[src/rtl/console_tx_arbiter_if.sv]
// Console transmit arbiter bus: two byte-source ports, the uart_tx handshake and status.
// The slave modport is the arbiter; the master modport is the side that drives the sources.
interface console_tx_arbiter_if;
  logic       wr0;
  logic [7:0] data0;
  logic       ready0;
  logic       wr1;
  logic [7:0] data1;
  logic       ready1;
  logic [1:0] ovf;
  logic       tx_ready;
  logic       tx_send;
  logic [7:0] tx_data;
  logic [1:0] owner;

  modport master (
    output wr0, data0, wr1, data1, tx_ready,
    input  ready0, ready1, ovf, tx_send, tx_data, owner
  );

  modport slave (
    input  wr0, data0, wr1, data1, tx_ready,
    output ready0, ready1, ovf, tx_send, tx_data, owner
  );
endinterface

[src/rtl/console_tx_arbiter.sv]
// Shares one uart_tx between the CPU console (port 0) and the monitor (port 1), keeping
// each port's text lines unbroken through a line-lock held until EOL or an idle timeout.
module console_tx_arbiter #(
  parameter int unsigned FIFO_DEPTH   = 4,
  parameter int unsigned LOCK_TIMEOUT = 2_700_000,
  parameter logic [7:0]  EOL_CHAR     = 8'h0A
) (
  input logic                 sys_clk,
  input logic                 RESET_n,
  console_tx_arbiter_if.slave bus
);

  localparam int unsigned PW = (FIFO_DEPTH > 1) ? $clog2(FIFO_DEPTH) : 1;
  localparam int unsigned CW = PW + 1;
  localparam int unsigned TW = (LOCK_TIMEOUT > 0) ? $clog2(LOCK_TIMEOUT + 1) : 1;

  typedef enum logic [1:0] {StIdle, StSend, StWait} state_e;

  logic [7:0]           mem_q [2][FIFO_DEPTH];
  logic [1:0][PW-1:0]   wptr_q, rptr_q;
  logic [1:0][CW-1:0]   count_q;
  logic [1:0][7:0]      wdata;
  logic [1:0]           wr, push, pop, full, nonempty;
  logic [1:0]           ovf_q;

  state_e               state_q;
  logic                 tx_send_q;
  logic [7:0]           tx_data_q;
  logic [1:0]           owner_q;
  logic                 rr_q;
  logic [TW-1:0]        timer_q;

  logic                 sel, sel_valid, grant, lock_cond;
  logic [7:0]           head;

  always_comb begin
    wr    = {bus.wr1, bus.wr0};
    wdata = {bus.data1, bus.data0};
    for (int n = 0; n < 2; n++) begin
      full[n]     = (count_q[n] == CW'(FIFO_DEPTH));
      nonempty[n] = (count_q[n] != '0);
      push[n]     = wr[n] & ~full[n];
    end
  end

  // A held lock restricts selection to the owner, even while its FIFO is empty.
  always_comb begin
    sel       = 1'b0;
    sel_valid = 1'b0;
    if (owner_q[0]) begin
      sel       = 1'b0;
      sel_valid = nonempty[0];
    end else if (owner_q[1]) begin
      sel       = 1'b1;
      sel_valid = nonempty[1];
    end else if (&nonempty) begin
      sel       = rr_q;
      sel_valid = 1'b1;
    end else begin
      sel       = nonempty[1];
      sel_valid = |nonempty;
    end
    grant     = (state_q == StIdle) && bus.tx_ready && sel_valid;
    pop       = '0;
    pop[sel]  = grant;
    head      = mem_q[sel][rptr_q[sel]];
    lock_cond = (state_q == StIdle) && (owner_q != 2'b00) &&
                (owner_q[0] ? !nonempty[0] : !nonempty[1]);
  end

  always_ff @(posedge sys_clk) begin
    for (int n = 0; n < 2; n++) begin
      if (push[n]) mem_q[n][wptr_q[n]] <= wdata[n];
    end
  end

  // Fullness is judged on the pre-edge count, so a same-cycle pop never rescues a write.
  always_ff @(posedge sys_clk or negedge RESET_n) begin
    if (!RESET_n) begin
      wptr_q  <= '0;
      rptr_q  <= '0;
      count_q <= '0;
      ovf_q   <= '0;
    end else begin
      for (int n = 0; n < 2; n++) begin
        if (push[n]) wptr_q[n] <= wptr_q[n] + 1'b1;
        if (pop[n])  rptr_q[n] <= rptr_q[n] + 1'b1;
        if (push[n] && !pop[n])      count_q[n] <= count_q[n] + 1'b1;
        else if (!push[n] && pop[n]) count_q[n] <= count_q[n] - 1'b1;
        if (wr[n] && full[n]) ovf_q[n] <= 1'b1;
      end
    end
  end

  always_ff @(posedge sys_clk or negedge RESET_n) begin
    if (!RESET_n) begin
      state_q   <= StIdle;
      tx_send_q <= 1'b0;
      tx_data_q <= 8'h00;
      owner_q   <= 2'b00;
      rr_q      <= 1'b0;
      timer_q   <= '0;
    end else begin
      timer_q <= '0;
      unique case (state_q)
        StIdle: begin
          if (grant) begin
            tx_data_q <= head;
            tx_send_q <= 1'b1;
            state_q   <= StSend;
            owner_q   <= (head == EOL_CHAR) ? 2'b00 : (sel ? 2'b10 : 2'b01);
            rr_q      <= ~sel;
          end else if (lock_cond) begin
            if (timer_q == TW'(LOCK_TIMEOUT)) owner_q <= 2'b00;
            else                             timer_q <= timer_q + 1'b1;
          end
        end
        StSend: begin
          if (!bus.tx_ready) begin
            tx_send_q <= 1'b0;
            state_q   <= StWait;
          end
        end
        StWait: begin
          if (bus.tx_ready) state_q <= StIdle;
        end
        default: state_q <= StIdle;
      endcase
    end
  end

  assign bus.ready0  = ~full[0];
  assign bus.ready1  = ~full[1];
  assign bus.ovf     = ovf_q;
  assign bus.tx_send = tx_send_q;
  assign bus.tx_data = tx_data_q;
  assign bus.owner   = owner_q;

endmodule
[src/flat_wrapper.sv]
// flat-port wrapper written by rule: the top's interface ports become plain ports
module console_tx_arbiter_flat 
#(
  parameter int unsigned FIFO_DEPTH   = 4,
  parameter int unsigned LOCK_TIMEOUT = 2_700_000,
  parameter logic [7:0]  EOL_CHAR     = 8'h0A
)
  (sys_clk, RESET_n, bus_wr0, bus_data0, bus_wr1, bus_data1, bus_tx_ready, bus_ready0, bus_ready1, bus_ovf, bus_tx_send, bus_tx_data, bus_owner);
  console_tx_arbiter_if bus_i ();
  input logic sys_clk;
  input logic RESET_n;
  input wire logic [$bits(bus_i.wr0)-1:0] bus_wr0;
  input wire logic [$bits(bus_i.data0)-1:0] bus_data0;
  input wire logic [$bits(bus_i.wr1)-1:0] bus_wr1;
  input wire logic [$bits(bus_i.data1)-1:0] bus_data1;
  input wire logic [$bits(bus_i.tx_ready)-1:0] bus_tx_ready;
  output wire logic [$bits(bus_i.ready0)-1:0] bus_ready0;
  output wire logic [$bits(bus_i.ready1)-1:0] bus_ready1;
  output wire logic [$bits(bus_i.ovf)-1:0] bus_ovf;
  output wire logic [$bits(bus_i.tx_send)-1:0] bus_tx_send;
  output wire logic [$bits(bus_i.tx_data)-1:0] bus_tx_data;
  output wire logic [$bits(bus_i.owner)-1:0] bus_owner;
  assign bus_i.wr0 = bus_wr0;
  assign bus_i.data0 = bus_data0;
  assign bus_i.wr1 = bus_wr1;
  assign bus_i.data1 = bus_data1;
  assign bus_i.tx_ready = bus_tx_ready;
  assign bus_ready0 = bus_i.ready0;
  assign bus_ready1 = bus_i.ready1;
  assign bus_ovf = bus_i.ovf;
  assign bus_tx_send = bus_i.tx_send;
  assign bus_tx_data = bus_i.tx_data;
  assign bus_owner = bus_i.owner;
  console_tx_arbiter #(.FIFO_DEPTH(FIFO_DEPTH), .LOCK_TIMEOUT(LOCK_TIMEOUT), .EOL_CHAR(EOL_CHAR)) u_core (.sys_clk(sys_clk), .RESET_n(RESET_n), .bus(bus_i));
endmodule
[config.mk]
export PLATFORM = sky130hd
export DESIGN_NAME = console_tx_arbiter_flat
export DESIGN_NICKNAME = d
export VERILOG_FILES = /design/src/rtl/console_tx_arbiter_if.sv /design/src/rtl/console_tx_arbiter.sv /design/src/flat_wrapper.sv
export SDC_FILE = /design/constraint.sdc
export NUM_CORES = 1
export LEC_CHECK = 0
export ABC_AREA = 0
export CORE_AREA = 8 8 76 145
export DETAILED_ROUTE_END_ITERATION = 10
export DIE_AREA = 0 0 84 153
export PLACE_DENSITY_LB_ADDON = 0.12
export SYNTH_ARGS = -nofsm -noshare
export SYNTH_HDL_FRONTEND = slang
export SYNTH_SLANG_ARGS = --single-unit
[constraint.sdc]
create_clock -name sys_clk -period 2.7 [get_ports sys_clk]
set_input_delay 0.675 -clock sys_clk [delete_from_list [all_inputs] [get_ports sys_clk]]
set_output_delay 0.675 -clock sys_clk [all_outputs]
set_load 0.02 [all_outputs]
Word-level counts from Yosys, hierarchy flattened
Memory sizes are Yosys's and may differ from the RTL's.
Cells that the tools add are included.
{"block": "totals", "register_bits": 52, "mem_bits_rw": 64, "memories": 1, "inputBits": 21}
{"block": "classes", "n_reduce_logical": 34, "add_sub_neg": 9, "muxes": 42, "eq_ne": 9, "order_cmp": 7, "bitwise": 9}
{"name": "u_core.mem_q", "words": 2, "width": 32, "rd": 1, "rd_clocked_by_memory_dff": 0, "write_ports": 2, "line": "console_tx_arbiter.sv:19", "text": "logic [7:0] mem_q [2][FIFO_DEPTH];"}
{"op": "two-way mux 22 bit", "n": 4}
{"op": "two-way mux 32 bit", "n": 2}
{"op": "demux 8 bit (select 2 bit)", "n": 2}
{"op": "two-way mux 8 bit", "n": 4}
{"op": "adder 22 x 1 -> 22 bit (second input constant)", "n": 1}
{"op": "equality test 22 bit (second input constant)", "n": 1}
{"op": "two-way mux 2 bit", "n": 10}
{"op": "binary-select mux 8 bit (select 2 bit)", "n": 1}
{"op": "logical AND 1 bit", "n": 13}
{"op": "two-way mux 1 bit", "n": 12}
{"op": "two-way mux 3 bit", "n": 4}
{"op": "nonzero test 2 bit", "n": 6}
{"op": "greater-or-equal comparator 3 bit (second input constant)", "n": 3}
{"op": "NOT 2 -> 3 bit", "n": 3}
{"op": "AND reduction 3 bit", "n": 3}
{"op": "adder 2 x 1 -> 2 bit (second input constant)", "n": 4}
{"op": "equality test 8 x 4 -> 1 bit (second input constant)", "n": 1}
{"op": "adder 3 x 1 -> 3 bit (second input constant)", "n": 2}
{"op": "equality test 3 bit (second input constant)", "n": 2}
{"op": "zero test 1 bit", "n": 6}
{"op": "less-than comparator 3 x 1 -> 1 bit (second input constant)", "n": 2}
{"op": "one-hot mux 2 bit (3 select lines)", "n": 1}
{"op": "nonzero test 3 bit", "n": 2}
{"op": "subtractor 3 x 1 -> 3 bit (second input constant)", "n": 2}
{"op": "14 further kinds", "n": 19}

Depth between registers and ports, before layout
Gate-level depths: netlist of run 1.
{"block": "depth", "depth_word": 14, "ltp_mapped": 11, "ltp_nobuf": 10}

Worst setup path before layout of run 1
Ideal clock, no wire load.
{"block": "synth_path", "kind": "register -> register", "from": "reg u_core.count_q[3] (netlist bit)", "to": "reg u_core.count_q[5] (netlist bit)", "stages_incl_launch_ff": 12, "arrival_ns": 2.354, "setup_slack_ns": 0.267, "path_buffers": 1, "required_time_ns": 2.621, "synth_period_minus_slack_ns": 2.433, "path_cell_list": "dfrtp_1 -> or4_1 -> o31ai_1 -> nor2_1 -> buf_4 -> nand2_2 -> ha_1 -> inv_1 -> fa_1 -> xor2_1 -> nor2_1 -> xor2_1"}
{"block": "synth_via", "elab_chain_cells": 13, "word_cells_on_any_way": 28}
{"element": "from (decl)", "line": "console_tx_arbiter.sv:21", "text": "logic [1:0][CW-1:0] count_q;"}
{"element": "from (signal, indexed assignment)", "line": "console_tx_arbiter.sv:88", "text": "if (push[n] && !pop[n]) count_q[n] <= count_q[n] + 1'b1;"}
{"element": "from (signal, indexed assignment)", "line": "console_tx_arbiter.sv:89", "text": "else if (!push[n] && pop[n]) count_q[n] <= count_q[n] - 1'b1;"}
{"element": "nonzero test 3 bit", "line": "console_tx_arbiter.sv:41", "text": "nonempty[n] = (count_q[n] != '0);"}
{"element": "AND reduction 2 bit", "line": "console_tx_arbiter.sv:56", "text": "end else if (&nonempty) begin"}
{"element": "two-way mux 1 bit", "line": "console_tx_arbiter.sv:56"}
{"element": "two-way mux 1 bit", "line": "console_tx_arbiter.sv:53", "text": "end else if (owner_q[1]) begin"}
{"element": "two-way mux 1 bit", "line": "console_tx_arbiter.sv:50", "text": "if (owner_q[0]) begin"}
{"element": "less-than comparator 1 x 2 -> 1 bit (not written as such) / greater-or-equal comparator 1 bit (equally long branches)", "line": "console_tx_arbiter.sv:65", "text": "pop[sel] = grant;"}
{"element": "logical AND 1 bit (not written as such)", "line": "console_tx_arbiter.sv:65"}
{"element": "two-way mux 1 bit (not written as such)", "line": "console_tx_arbiter.sv:65"}
{"element": "demux 1 bit (select 1 bit)"}
{"element": "AND 2 bit (no source line)"}
{"element": "zero test 1 bit", "line": "console_tx_arbiter.sv:88"}
{"element": "logical AND 1 bit", "line": "console_tx_arbiter.sv:88"}
{"element": "two-way mux 3 bit / nonzero test 2 bit (equally long branches)"}
Parallel ways exist; a longest one is shown, timed or not. The select of a mux whose other input is x is not followed.
A chain may end at the register's enable or synchronous reset.

Worst setup path after layout of run 1
{"block": "layout_path", "from": "reg u_core.count_q[0] (netlist bit)", "to": "out bus_ready0"}
{"block": "layout_via", "elab_chain_cells": 2}
{"element": "equality test 3 bit", "line": "console_tx_arbiter.sv:40", "text": "full[n] = (count_q[n] == CW'(FIFO_DEPTH));"}
{"element": "NOT 1 bit", "line": "console_tx_arbiter.sv:132", "text": "assign bus.ready0 = ~full[0];"}
{"element": "to (decl)", "line": "flat_wrapper.sv:17", "text": "output wire logic [$bits(bus_i.ready0)-1:0] bus_ready0;"}
Every way passes these cells.

==> flow_summary.toml, run 1 <==
[timing]
worst_slew_margin_rel = 0.606
achievable-frequency_mhz = 408
timing.clock.skew_ns = 0.00498
fin_crit_sh = 0.909
hold_violations = 0
finalMaxSlewViolations = 0
timing.final.setup_violations = 0
min_period_ns = 2.45
fin_hold_ws_ns = 0.267
tightest_slew_ns = 0.591

[critical_path]
reg2reg_depth = 10
crit_path_start_kind = "register"
family_with_the_most_delay_on_the_worst_path = "buffers and inverters"
worstPathCellList = "nor2_1 > nand2_1 > clkdlybuf4s50_1"
critical_path.endpoint_type = "output pin"
critical_path_buf_inv_count = 1
worstSetupPathDepth = 3
worstPathMaxFanout = 6
cp.required_ns = 2.03
worstPathArrival_ns = 1.78
critical_path.max_stage_delay_ns = 0.64
crit_path_top_delay_cell = "sky130_fd_sc_hd__clkdlybuf4s50_1"
crit_type = "register to output pin"

[synthesis]
synth_top_cell_area_share = 0.381
complex_gate_fraction_of_the_synthesized_area = 0.0290
synthDominantAreaCellType = "sky130_fd_sc_hd__edfxtp_1"
synth-seq-cells = 116
syn-instance-count = 345
synth_xor_xnor_area_share = 0.0573
synthesis.nets = 380
synth_commonest_cells = "sky130_fd_sc_hd__edfxtp_1, sky130_fd_sc_hd__dfrtp_1, sky130_fd_sc_hd__nor2_1"
synth.avg_cell_area_um2 = 14.6
ys_async_sr_fraction = 0.448
synth_enable_flop_cells = 64
post-synth-top-count-cell = "sky130_fd_sc_hd__edfxtp_1"
synth-seq-area-share = 0.639
ys.flop_type = "sky130_fd_sc_hd__edfxtp_1"
synth_area_leaders = "sky130_fd_sc_hd__edfxtp_1, sky130_fd_sc_hd__dfrtp_1, sky130_fd_sc_hd__xnor2_1, sky130_fd_sc_hd__mux4_1, sky130_fd_sc_hd__mux4_2"
main_combinational_cell_family_by_area_after_synthesis = "simple AND/OR/NAND/NOR gates"
synth_fa_ha_area_frac = 0.0377
yosys_warnings = 0
post_synthesis_simple_gate_area_fraction = 0.116
synth_cell_type_count = 48
synth.cell_area_mm2 = 0.00504
post_synthesis_mux_area_share = 0.0978

[power_and_ir_drop]
total_power_mw = 6.74
worst_ir_drop_vdd_uv = 798
p_leak_nw = 2.33
power.internal_mw = 4.58
seqPwrFrac = 0.398
share_comb_of_total_power = 0.285
power_per_cell_area_mw_per_mm2 = 1090
power_frac_clock = 0.317
net-switching-power_mw = 2.16
sw_frac_of_total = 0.320

[placement]
io_buffers = 35
globalplace.congestion = 0.809
hpwlAfterDp_um = 6270
dpl_cell_area_mm2 = 0.00558

[die]
die_w_um = 84
coreArea_mm2 = 0.00920
number_of_rows_in_the_core_area = 50
initial_utilization = 0.548
floorplan.die.height_um = 153
floorplan.die_area_mm2 = 0.0129
boundary_pin_count = 36

[global_routing]
grt_pass1_wl_um = 15500
antenna_violations_before_repair = 0
gr-usage-all-layers = 0.155
grt_pass1_vias = 3125
pin_count_of_the_biggest_net_entering_global_routing = 29
globalRouteOverflowTotal = 0

[cells_and_area]
final_design_area_no_fill_mm2 = 0.00616
insertedDiodeCount = 0
syn2layout_area_growth_pct = 22.2
postLayoutCoreUtil = 0.670
final_nets = 439
post_route_cells_drive_above_1_share = 0.163

[clock_tree]
numClockSinks = 116
clock_insertion_delay_worst_skew_ns = 0.41
cts_root_buf = "sky130_fd_sc_hd__clkbuf_16"
cts_tree = "yes"
path_clk_slew_ns = 0.06
cts_max_path_buffers = 2
cts-buffers-inserted = 17
cts.htree.levels = 4

[detailed_routing]
detail_route.first_pass.iterations = 4
finalWirelength_um = 9050
num_vias = 2873
final_antenna_net_count = 0
drtIter0Drc = 135
drc_errors = 0
wire_per_inst_um = 17.4
routed_via_density = 5.51

[worst_hold_path]
hold_path_class = "input port to asynchronous set/reset pin"

[run_status]
outcome = "completed"

[run]
cap_viol_max_count = 0
## logic make-up after synthesis
family          Yosys count
buf+inv                  23
simple gates            109
mux                      26
xor+xnor                 33
compound gates           24
flops                   116
fa+ha+maj                14
## metrics by stage
stage	worst slack (ns)	setup TNS, ns	std cells
after global routing	-0.0149	-0.0149	521
after detailed placement	-0.129	-0.484	489
final	0.246	0	521
after global placement	-0.0808	-0.216	489
after floorplan	0.267	0	345
after CTS	0.178	0	521
## area by class of cell
class | count | area [um2]
multi-input cells | 206 | 1720
repair buffers | 50 | 470
clock inverters | 15 | 148
flip-flops and latches | 116 | 3220
clock buffers | 17 | 425
fillers | 649 | 3030
inverters | 13 | 48.8
well taps | 104 | 130
## layout by cell type (no fill, tap or decap), drive strengths merged, types with 8 or more instances in the layout
| cell | count |
|---|---|
| mux4 | 16 |
| and3 | 11 |
| nor3 | 9 |
| nand3 | 8 |
| edfxtp | 64 |
| a21oi | 10 |
| buf | 16 |
| ha | 12 |
| xnor2 | 27 |
| clkdlybuf4s50 | 34 |
| inv | 20 |
| nor2 | 45 |
| mux2i | 8 |
| clkbuf | 17 |
| dfrtp | 52 |
| nand2 | 11 |
## power groups by stage
stage               Sequential, mW  Clock (mW)  Combinational, mW
finish                        2.68        2.13               1.92
global route                  2.74        2.25               2.13
CTS                           2.68        2.18               1.95
detailed placement            2.71           0               1.93
global placement              2.67           0               1.87
floorplan                     2.64           0               1.31
## registers in the layout, indices dropped and copies added (netlist names)
signal / cells
u_core.rr_q: 1
u_core.bus.owner: 2
u_core.timer_q: 22
u_core.count_q: 6
u_core.wptr_q: 4
u_core.state_q: 2
u_core.bus.ovf: 2
u_core.rptr_q: 4
u_core.mem_q: 64
u_core.bus.tx_data: 8
u_core.bus.tx_send: 1
## per-layer routing
| layer | GRT usage | share of wire | wire [um] | vias to the layer above |
|---|---|---|---|---|
| li1 | - | - | - | 1383 |
| met1 | 0.183 | 0.43 | 3920 | 1428 |
| met2 | 0.244 | 0.51 | 4650 | 52 |
| met3 | 0.0580 | 0.037 | 336 | 10 |
| met4 | 0.0679 | 0.015 | 139 | 0 |
| met5 | 0 | 0 | 0 | - |
## final timing paths
kind,startpoint,to,slack (ns)
worst max-delay path,u_core.count_q[0],bus_ready0,0.25
worst min-delay path,RESET_n,u_core.state_q[0],0.27
worst max register to register,u_core.count_q[3],u_core.count_q[5],0.26
worst min register to register,u_core.timer_q[0],u_core.timer_q[0],0.47
max in group asynchronous,RESET_n,u_core.wptr_q[1],1.88
min in group sys_clk,u_core.timer_q[0],u_core.timer_q[0],0.47
## timing repair
action | in CTS | in global routing
setup endpoints to repair | 0 | 1
resized for setup | 0 | 3
hold buffers | 0 | 0
buffers inserted | 0 | 0
No activity file was read; power rests on OpenSTA's default activity.
==> run 2, diff against run 1 <==
--- a/config.mk
+++ b/config.mk
@@ -6,10 +6,10 @@
 export NUM_CORES = 1
 export LEC_CHECK = 0
 export ABC_AREA = 0
-export CORE_AREA = 8 8 76 145
+export CORE_AREA = 8 8 104 106
 export DETAILED_ROUTE_END_ITERATION = 10
-export DIE_AREA = 0 0 84 153
-export PLACE_DENSITY_LB_ADDON = 0.12
+export DIE_AREA = 0 0 112 114
+export PLACE_DENSITY = 0.83
 export SYNTH_ARGS = -nofsm -noshare
 export SYNTH_HDL_FRONTEND = slang
 export SYNTH_SLANG_ARGS = --single-unit
==> flow_summary.toml, run 2 (synthesized netlist as in run 1, its figures left out) <==
[clock_tree]
cts_max_path_buffers = 2
postCtsHoldBufs = 0
cts-buffers-inserted = 17
path_clk_slew_ns = 0.06
cts_tree = "yes"
cts_root_buf = "sky130_fd_sc_hd__clkbuf_8"
numClockSinks = 116
clock_insertion_delay_worst_skew_ns = 0.52
cts.htree.levels = 4

[critical_path]
worstPathArrival_ns = 3.02
cp.required_ns = 3.13
crit_type = "register to register"
worstPathMaxFanout = 5
critical_path.endpoint_type = "register"
crit_path_start_kind = "register"

[cells_and_area]
syn2layout_area_growth_pct = 22.2
layout_common_cells = "sky130_fd_sc_hd__edfxtp_1, sky130_fd_sc_hd__dfrtp_1, sky130_fd_sc_hd__nor2_1"
final_design_area_no_fill_mm2 = 0.00616
multiInputGateArea_mm2 = 0.00171
fillerInstances = 605
post_route_cells_drive_above_1_share = 0.154
ff_latch_area_mm2 = 0.00322
insertedDiodeCount = 0
final_nets = 437
largest_register_ff_count = 64
final-instance-count-excl-fill = 526
layout.cells.most_common = "sky130_fd_sc_hd__edfxtp_1"

[placement]
hpwlAfterDp_um = 6480
placed_cell_count = 494
globalplace.congestion = 0.791
dpl_cell_area_mm2 = 0.00556
io_buffers = 35

[global_routing]
pin_count_of_the_biggest_net_entering_global_routing = 53
gr-usage-all-layers = 0.166
antenna_violations_before_repair = 0
grt_pass1_vias = 3138
globalRouteOverflowTotal = 0
grt_pass1_wl_um = 16100

[timing]
fin_crit_sh = 0.961
hold_violations = 0
fin_hold_ws_ns = 0.274
grt_setup_unrepaired = "false"
timing.clock.skew_ns = 0.0131
finalMaxSlewViolations = 0
achievable-frequency_mhz = 385
timing.final.setup_violations = 0
tightest_slew_ns = 0.684
min_period_ns = 2.59
worst_slew_margin_rel = 0.544

[die]
number_of_rows_in_the_core_area = 35
coreArea_mm2 = 0.00911
boundary_pin_count = 36
die_w_um = 112
initial_utilization = 0.554
floorplan.die.height_um = 114
floorplan.die_area_mm2 = 0.0128

[run_status]
outcome = "completed"

[detailed_routing]
wire_per_inst_um = 18.7
detail_route.first_pass.iterations = 4
finalWirelength_um = 9840
drtIter0Drc = 175
final_antenna_net_count = 0
routed_via_density = 5.61
drc_errors = 0
num_vias = 2952

[run]
cap_viol_max_count = 0

[worst_hold_path]
hold_path_class = "input port to asynchronous set/reset pin"

[power_and_ir_drop]
power_per_cell_area_mw_per_mm2 = 1120
p_leak_nw = 2.34
worst_ir_drop_vdd_uv = 864
-- run 2: worst paths after layout --
path	start	end	slack (ns)	depth (start not counted)
worst min-delay path	RESET_n	u_core.timer_q[8]	0.27	2
min in group sys_clk	u_core.bus.ovf[0]	u_core.bus.ovf[0]	0.47	1
worst max-delay path	u_core.count_q[3]	u_core.count_q[2]	0.11	10
worst max register to register	u_core.count_q[3]	u_core.count_q[2]	0.11	10
worst min register to register	u_core.bus.ovf[0]	u_core.bus.ovf[0]	0.47	1
max in group asynchronous	RESET_n	u_core.timer_q[4]	1.95	2
-- run 2: metrics by stage --
stage | setup slack, ns | power (mW) | util | setup TNS (ns)
2_1_floorplan | 0.267 | 3.95 | - | 0
3_3_place_gp | -0.111 | 4.51 | 0.610 | -0.340
3_5_place_dp | -0.160 | 4.63 | 0.610 | -0.533
4_1_cts | 0.0818 | 6.95 | 0.676 | 0
5_1_grt | 0.00852 | 7.23 | 0.677 | 0
6_report | 0.105 | 6.90 | 0.677 | 0
-- run 2: power by group --
group / internal, mW / switching (mW) / total [mW]
sequential: 2.32 / 0.389 / 2.71
combinational: 0.953 / 0.965 / 1.92
clock: 1.36 / 0.911 / 2.27
-- run 2: final cells by class --
type	count	area share
sequential	116	0.523
multi-input combinational	206	0.278
timing repair buffer	48	0.0719
clock buffer	17	0.0672
clock inverter	15	0.0300
tap	111	0.0225
inverter	13	0.00792
-- run 2: worst max-delay path, stage by stage, from the launching register on --
cell and delay, ns:
sky130_fd_sc_hd__dfrtp_1 0.45, sky130_fd_sc_hd__nor3_1 0.26, sky130_fd_sc_hd__o22ai_1 0.17, sky130_fd_sc_hd__and3b_1 0.22
sky130_fd_sc_hd__o21ai_0 0.14, sky130_fd_sc_hd__ha_1 0.24, sky130_fd_sc_hd__inv_1 0.07, sky130_fd_sc_hd__fa_1 0.42
sky130_fd_sc_hd__xor2_1 0.17, sky130_fd_sc_hd__nor2_1 0.17, sky130_fd_sc_hd__xor2_1 0.20
-- run 2: layer usage --
metal,up-vias,part of all wire,global-route usage
met5,-,0,0
met4,0,0.016,0.0773
met3,16,0.054,0.0571
met2,69,0.51,0.274
met1,1482,0.42,0.192
li1,1385,-,-
-- run 2: timing repair --
item | 4_1_cts | 5_1_grt
endpoints found under the setup margin | 0 | 1
buffers inserted | 0 | 0
resized for setup | 0 | 1
==> run 3, diff against run 2 <==
--- a/config.mk
+++ b/config.mk
@@ -5,7 +5,6 @@
 export SDC_FILE = /design/constraint.sdc
 export NUM_CORES = 1
 export LEC_CHECK = 0
-export ABC_AREA = 0
 export CORE_AREA = 8 8 104 106
 export DETAILED_ROUTE_END_ITERATION = 10
 export DIE_AREA = 0 0 112 114
==> results of run 3 <==
The final DEF is identical to that of run 2; final timing and power are the same.
